==> src/rtl/tohost_pkg.sv <==
// Shared types and constants for the tohost exit-code monitor.
package tohost_pkg;

  localparam logic [31:0] TOHOST_PASS_VALUE  = 32'd1;
  localparam logic [31:0] TOHOST_CLEAR_VALUE = 32'd0;
  localparam int unsigned FAIL_CODE_WIDTH    = 31;
  localparam int unsigned TOHOST_ODD_BIT     = 0;
  localparam int unsigned BLINK_PORT_WIDTH   = 4;

  // LED sequencer states; PASS is steady on, FAIL_* form the blink code.
  typedef enum logic [2:0] {
    ST_IDLE,
    ST_PASS,
    ST_FAIL_ON,
    ST_FAIL_OFF,
    ST_FAIL_GAP
  } tohost_state_e;

  typedef enum logic [1:0] {
    CLS_IGNORE,
    CLS_PASS,
    CLS_FAIL
  } tohost_class_e;

  // Decode a full-word tohost value: 0 is a clear, even is a host call, 1 passes, other odd fails.
  function automatic tohost_class_e classify(input logic [31:0] data);
    if (data == TOHOST_CLEAR_VALUE) return CLS_IGNORE;
    if (data == TOHOST_PASS_VALUE) return CLS_PASS;
    if (data[TOHOST_ODD_BIT]) return CLS_FAIL;
    return CLS_IGNORE;
  endfunction

  // Saturate a fail code to the blink limit.
  function automatic logic [BLINK_PORT_WIDTH-1:0] blink_target(
    input logic [FAIL_CODE_WIDTH-1:0] code,
    input logic [FAIL_CODE_WIDTH-1:0] cap
  );
    return (code > cap) ? BLINK_PORT_WIDTH'(cap) : BLINK_PORT_WIDTH'(code);
  endfunction

endpackage

==> src/rtl/led_blinker.sv <==
// LED sequencer: steady on for pass (count==0), repeating N-blink code for fail.
module led_blinker
  import tohost_pkg::*;
#(
  parameter int unsigned BLINK_CYCLES = 25000000,
  parameter int unsigned GAP_CYCLES   = 100000000,
  parameter int unsigned MAX_BLINKS   = 15
) (
  input  logic                        sysclk,
  input  logic                        rst,
  input  logic                        start,
  input  logic [BLINK_PORT_WIDTH-1:0] count,
  output logic                        led
);

  localparam int unsigned MAX_PHASE = (BLINK_CYCLES > GAP_CYCLES) ? BLINK_CYCLES : GAP_CYCLES;
  localparam int unsigned PW        = $clog2(MAX_PHASE) + 1;
  localparam int unsigned BW_RAW    = $clog2(MAX_BLINKS + 1);
  localparam int unsigned BW        = (BW_RAW > 4) ? BW_RAW : 4;
  localparam logic [PW-1:0] BLINK_LAST = PW'(BLINK_CYCLES - 1);
  localparam logic [PW-1:0] GAP_LAST   = PW'(GAP_CYCLES - 1);

  tohost_state_e state_q, state_d;
  logic [PW-1:0] phase_q, phase_d;
  logic [BW-1:0] blink_q, blink_d;
  logic [BW-1:0] target_q, target_d;
  logic          led_q, led_d;

  // Next-state, phase and blink-count sequencing.
  always_comb begin
    state_d  = state_q;
    phase_d  = phase_q + PW'(1);
    blink_d  = blink_q;
    target_d = target_q;
    case (state_q)
      ST_IDLE: begin
        phase_d = '0;
        if (start) begin
          target_d = BW'(count);
          state_d  = (count == '0) ? ST_PASS : ST_FAIL_ON;
        end
      end
      ST_PASS: phase_d = '0;
      ST_FAIL_ON: begin
        if (phase_q == BLINK_LAST) begin
          phase_d = '0;
          state_d = ST_FAIL_OFF;
        end
      end
      ST_FAIL_OFF: begin
        if (phase_q == BLINK_LAST) begin
          phase_d = '0;
          if ((blink_q + BW'(1)) < target_q) begin
            blink_d = blink_q + BW'(1);
            state_d = ST_FAIL_ON;
          end else begin
            state_d = ST_FAIL_GAP;
          end
        end
      end
      ST_FAIL_GAP: begin
        if (phase_q == GAP_LAST) begin
          phase_d = '0;
          blink_d = '0;
          state_d = ST_FAIL_ON;
        end
      end
      default: begin
        phase_d = '0;
        state_d = ST_IDLE;
      end
    endcase
    led_d = (state_d == ST_PASS) || (state_d == ST_FAIL_ON);
  end

  // State and output registers with synchronous reset.
  always_ff @(posedge sysclk) begin
    if (rst) begin
      state_q  <= ST_IDLE;
      phase_q  <= '0;
      blink_q  <= '0;
      target_q <= '0;
      led_q    <= 1'b0;
    end else begin
      state_q  <= state_d;
      phase_q  <= phase_d;
      blink_q  <= blink_d;
      target_q <= target_d;
      led_q    <= led_d;
    end
  end

  assign led = led_q;

endmodule

==> src/rtl/tohost_monitor.sv <==
// Snoops data-memory stores to tohost and latches the riscv-tests verdict.
// Optional macro TOHOST_CYCLE_COUNT_EN adds the reset-to-verdict cycle counter.
module tohost_monitor
  import tohost_pkg::*;
#(
  parameter int unsigned ADDR_WIDTH   = 16,
  parameter int unsigned TOHOST_ADDR  = 16384,
  parameter int unsigned BLINK_CYCLES = 25000000,
  parameter int unsigned GAP_CYCLES   = 100000000,
  parameter int unsigned MAX_BLINKS   = 15
) (
  input  logic                       sysclk,
  input  logic                       rst,
  input  logic                       mem_wr_en,
  input  logic [ADDR_WIDTH-1:0]      mem_wr_addr,
  input  logic [3:0]                 mem_wr_be,
  input  logic [31:0]                mem_wr_data,
  output logic                       done,
  output logic                       pass,
  output logic [FAIL_CODE_WIDTH-1:0] fail_code,
  output logic                       led,
  output logic [31:0]                done_cycles
);

  localparam logic [ADDR_WIDTH-1:0]      TOHOST_A  = ADDR_WIDTH'(TOHOST_ADDR);
  localparam int unsigned                CAP_INT   = (MAX_BLINKS > 15) ? 15 : MAX_BLINKS;
  localparam logic [FAIL_CODE_WIDTH-1:0] BLINK_CAP = FAIL_CODE_WIDTH'(CAP_INT);

  logic                       hit, capture;
  tohost_class_e              cls;
  logic                       done_q, done_d;
  logic                       pass_q, pass_d;
  logic [FAIL_CODE_WIDTH-1:0] code_q, code_d;
  logic [BLINK_PORT_WIDTH-1:0] blink_count;
  logic                       unused_addr_bits;

  assign unused_addr_bits = ^mem_wr_addr[1:0];

  // Full-word store to the tohost word, byte offset ignored.
  always_comb begin
    hit = mem_wr_en && (mem_wr_be == 4'b1111) &&
          (mem_wr_addr[ADDR_WIDTH-1:2] == TOHOST_A[ADDR_WIDTH-1:2]);
    cls = classify(mem_wr_data);
    capture = hit && !done_q && (cls != CLS_IGNORE);
  end

  // Verdict next-state; sticky once done.
  always_comb begin
    done_d = done_q;
    pass_d = pass_q;
    code_d = code_q;
    blink_count = '0;
    if (capture) begin
      done_d = 1'b1;
      if (cls == CLS_PASS) begin
        pass_d = 1'b1;
        code_d = '0;
      end else begin
        pass_d = 1'b0;
        code_d = mem_wr_data[31:1];
        blink_count = blink_target(mem_wr_data[31:1], BLINK_CAP);
      end
    end
  end

  // Verdict registers.
  always_ff @(posedge sysclk) begin
    if (rst) begin
      done_q <= 1'b0;
      pass_q <= 1'b0;
      code_q <= '0;
    end else begin
      done_q <= done_d;
      pass_q <= pass_d;
      code_q <= code_d;
    end
  end

  assign done      = done_q;
  assign pass      = pass_q;
  assign fail_code = code_q;

  led_blinker #(
    .BLINK_CYCLES (BLINK_CYCLES),
    .GAP_CYCLES   (GAP_CYCLES),
    .MAX_BLINKS   (MAX_BLINKS)
  ) u_blinker (
    .sysclk (sysclk),
    .rst    (rst),
    .start  (capture),
    .count  (blink_count),
    .led    (led)
  );

`ifdef TOHOST_CYCLE_COUNT_EN
  logic [31:0] cyc_q, cyc_d;
  logic [31:0] done_cycles_q, done_cycles_d;

  // Saturating run counter, frozen into done_cycles at capture.
  always_comb begin
    cyc_d         = cyc_q;
    done_cycles_d = done_cycles_q;
    if (!done_q && (cyc_q != 32'hFFFF_FFFF)) cyc_d = cyc_q + 32'd1;
    if (capture) done_cycles_d = cyc_q;
  end

  // Cycle counter registers.
  always_ff @(posedge sysclk) begin
    if (rst) begin
      cyc_q         <= '0;
      done_cycles_q <= '0;
    end else begin
      cyc_q         <= cyc_d;
      done_cycles_q <= done_cycles_d;
    end
  end

  assign done_cycles = done_cycles_q;
`else
  assign done_cycles = 32'd0;
`endif

endmodule

==> config.mk <==
export PLATFORM = sky130hd
export DESIGN_NAME = tohost_monitor
export DESIGN_NICKNAME = d
export VERILOG_FILES = /design/src/rtl/tohost_pkg.sv /design/src/rtl/led_blinker.sv /design/src/rtl/tohost_monitor.sv
export SDC_FILE = /design/constraint.sdc
export NUM_CORES = 1
export LEC_CHECK = 0
export CORE_MARGIN = 2
export CORE_UTILIZATION = 51
export CTS_BUF_LIST = sky130_fd_sc_hd__clkbuf_4
export CTS_CLUSTER_DIAMETER = 100
export DETAILED_ROUTE_END_ITERATION = 8
export PLACE_DENSITY_LB_ADDON = 0.08
export SLEW_MARGIN = 10
export SYNTH_ARGS = -nofsm -noshare
export SYNTH_HDL_FRONTEND = slang
export SYNTH_SLANG_ARGS = --single-unit
==> constraint.sdc <==
create_clock -name sysclk -period 4.3 [get_ports sysclk]
set_input_delay 1.29 -clock sysclk [delete_from_list [all_inputs] [get_ports sysclk]]
set_output_delay 1.29 -clock sysclk [all_outputs]
set_load 0.1 [all_outputs]
==> qor.csv <==
stage,metric,value,unit
status,status,"complete, no violations",
clock_tree,cts.path.max_buffers,2,
clock_tree,ctsResizeCount,0,
timing,period_minus_slack,3.24,ns
yosys,synthFlopType,dfxtp_1,
floorplanning,die_w,88.7,um
yosys,synthTopCellsByArea,"dfxtp_1, buf_4, a21oi_1",
yosys,synth-adder-area-share,0.0171,
yosys,synth_cell_types,47,
clock_tree,cts_num_sinks,73,
timing,slew-limit-headroom,0.309,
floorplanning,core_area,6870,sq um
cells_and_area,fin_cells,628,
floorplanning,rows,30,
clock_tree,insertion_delay,0.41,ns
cells_and_area,antenna_cells,0,
grt,overflow,0,
worst_setup_path,cp_max_fo,3,
floorplanning,dieArea,7870,sq um
clock_tree,numCtsBuffers,9,
detailed_routing,drtPass1Iterations,4,
worst_setup_path,slowest_stage,clkdlybuf4s50_1,
worst_setup_path,cp.depth,1,
detailed_routing,via_per_inst,5.16,
grt,track_usage,0.218,
hold_path,hold_path_class,reg2reg,
grt,grt_antenna_before_repair,0,
cells_and_area,final_common_cell,clkdlybuf4s50_1,
worst_setup_path,worstReg2RegEnd,u_blinker.phase_q[7],
yosys,synth_mux_area_frac,0.00547,
worst_setup_path,crit_type,reg2out,
pwr,p_leak,1.50,nW
worst_setup_path,critPathTopFamily,buffers and inverters,
yosys,syn_inst,446,
pwr,ir_worst_vdd,0.185,mV
timing,post-route-period-util,0.754,
timing,fmax,0.308,GHz
cells_and_area,most-common-layout-cells,"clkdlybuf4s50_1, dfxtp_1, nand2_1, nor2_1, a21oi_1",
worst_setup_path,reg2reg_depth,5,
worst_setup_path,max_stage_delay,1.18,ns
detailed_routing,ant_nets,0,
timing,setup_violations,0,
detailed_routing,wl,8760,um
floorplanning,pin_count,121,
timing,hold-worst-slack,0.459,ns
clock_tree,postCtsSetupRepairBufs,0,
detailed_routing,drt-initial-drc-count,183,
cells_and_area,area_delta_synth_final,25.2,%
floorplanning,fp.dieH,88.7,um
placed_design,hpwl,6680,um
cells_and_area,layout-drive-gt1-share,0.0564,
yosys,synth_top_cell_area_share,0.399,
timing,hold_viol,0,
detailed_routing,via_count,3242,
worst_setup_path,crit_path_start,done,
clock_tree,cts.htree.levels,3,
detailed_routing,drc,0,
yosys,synth_top_family_by_area,simple AND/OR/NAND/NOR gates,
yosys,ys_seq_area_frac,0.399,
timing,drv_slew,0,
placed_design,io_buffers,86,
yosys,async_flop_share,0,
yosys,synth_compound_area_frac,0.104,
detailed_routing,wl_per_cell,14.0,um
timing,worst_slew_pin_slew,1.03,ns
yosys,synthSimpleGateAreaFrac,0.302,
grt,grt_max_degree,29,
placed_design,place.gp.congestion,0.856,
yosys,synth_xor_area_frac,0.0670,
worst_setup_path,timing.rr.start,u_blinker.phase_q[10],
yosys,syn_area_per_cell,8.21,sq um
yosys,synth_edf_count,0,
timing,clock_skew,0.0225,ns
grt,grt_pass1_wl,13500,um
worst_setup_path,cp_data_arrival_time,1.95,ns
timing,rsz0062_at_grt,false,
worst_setup_path,startpoint_type,flop,
yosys,yosysTopAreaCell,dfxtp_1,
clock_tree,cts_tree,done,
yosys,synth_seq_cells,73,
worst_setup_path,cp-end-kind,output pin,
yosys,netlist_area,3660,sq um
timing,finalSetupTns,0,ns
placed_design,place_area,4470,sq um
run,max_cap_viol_count,0,
placed_design,numPlacedInstances,612,
worst_setup_path,crit_end,done,
cells_and_area,nets,587,
pwr,pwr_density_cell,267,nW/um^2
worst_setup_path,worstPathRequired,3.01,ns
worst_setup_path,worst-r2r-setup-slack,1.95,ns
worst_setup_path,cp_cell_sequence,clkdlybuf4s50_1,
grt,grt_pass1_vias,2930,
clock_tree,cts_hold_buffers,0,
floorplanning,start_util,0.533,
cells_and_area,fin_area,4580,sq um
clock_tree,clockRootBuffer,clkbuf_4,
yosys,ys_warn_count,0,
clock_tree,path_clk_slew,0.12,ns
worst_setup_path,crit_buf_inv,1,
-- sequential cells by signal, summed over array words and instances, names as in the netlist --
| signal | flops |
|---|---|
| pass | 1 |
| u_blinker.state_q | 3 |
| done | 1 |
| u_blinker.led | 1 |
| u_blinker.target_q | 4 |
| u_blinker.blink_q | 4 |
| u_blinker.phase_q | 28 |
| fail_code | 31 |
-- per-stage QoR --
stage / worst slack, ns / utilization / power [mW]
after global routing: 0.990 / 0.667 / 1.28
after global placement: 0.781 / 0.651 / 0.879
after CTS: 1.03 / 0.667 / 1.24
after detailed placement: 0.743 / 0.651 / 0.879
final: 1.06 / 0.667 / 1.23
after floorplan: 1.48 / - / 0.846
-- how the worst min path moves through the flow --
stage | startpoint | to | slack [ns] | cells past startpoint
final | fail_code[22] | fail_code[22] | 0.46 | 2
after global routing | fail_code[26] | fail_code[26] | 0.48 | 2
after CTS | fail_code[20] | fail_code[20] | 0.46 | 2
after detailed placement | fail_code[20] | fail_code[20] | 0.44 | 2
after global placement | u_blinker.phase_q[0] | u_blinker.phase_q[0] | 0.44 | 1
after floorplan | u_blinker.phase_q[0] | u_blinker.phase_q[0] | 0.43 | 1
-- kinds of logic after synthesis --
kind of cell    count (synthesis)
simple gates                  208
flops                          73
buf+inv                        65
compound gates                 64
xor+xnor                       28
fa+ha+maj                       5
mux                             2
other cells                     1
-- tightest hold or removal path, stage by stage, from the launching register on --
cell and delay [ns]:
dfxtp_1 0.33, nand2_1 0.05, a21oi_1 0.05
-- metal layers --
metal	wire length [um]	up-vias	part of all wire	GRT usage
li1	-	1651	-	-
met1	3860	1465	0.44	0.275
met2	4190	111	0.48	0.377
met3	577	15	0.066	0.0401
met4	132	0	0.015	0.0730
met5	0	-	0	0
-- final cells by class --
type / instances / area (sq um)
Clock buffer: 9 / 67.6
Clock inverter: 7 / 42.5
Fill cell: 609 / 2290
Inverter: 13 / 48.8
Multi-Input combinational cell: 339 / 1940
Sequential cell: 73 / 1460
Tap cell: 96 / 120
Timing Repair Buffer: 91 / 898
-- synth_stat cells (3+ instances only) --
library cell,instances
nand2b_1,8
xor2_1,5
nand4_1,10
and3_1,6
ha_1,5
and4_1,3
nand3_1,38
nor2_1,46
o21ai_0,3
inv_1,13
a21oi_1,42
buf_4,32
dfxtp_1,73
nor4_1,16
nand2_1,50
nor3_1,6
xnor2_1,23
clkbuf_1,18
o21a_1,6
-- where the power goes --
part	switching (mW)	total (mW)	internal (mW)	leakage (nW)
combinational	0.143	0.190	0.0461	0.838
clock	0.242	0.360	0.118	0.0700
sequential	0.000000267	0.676	0.676	0.588
total	0.386	1.23	0.840	1.50
Power figures use the tool's default switching activity.
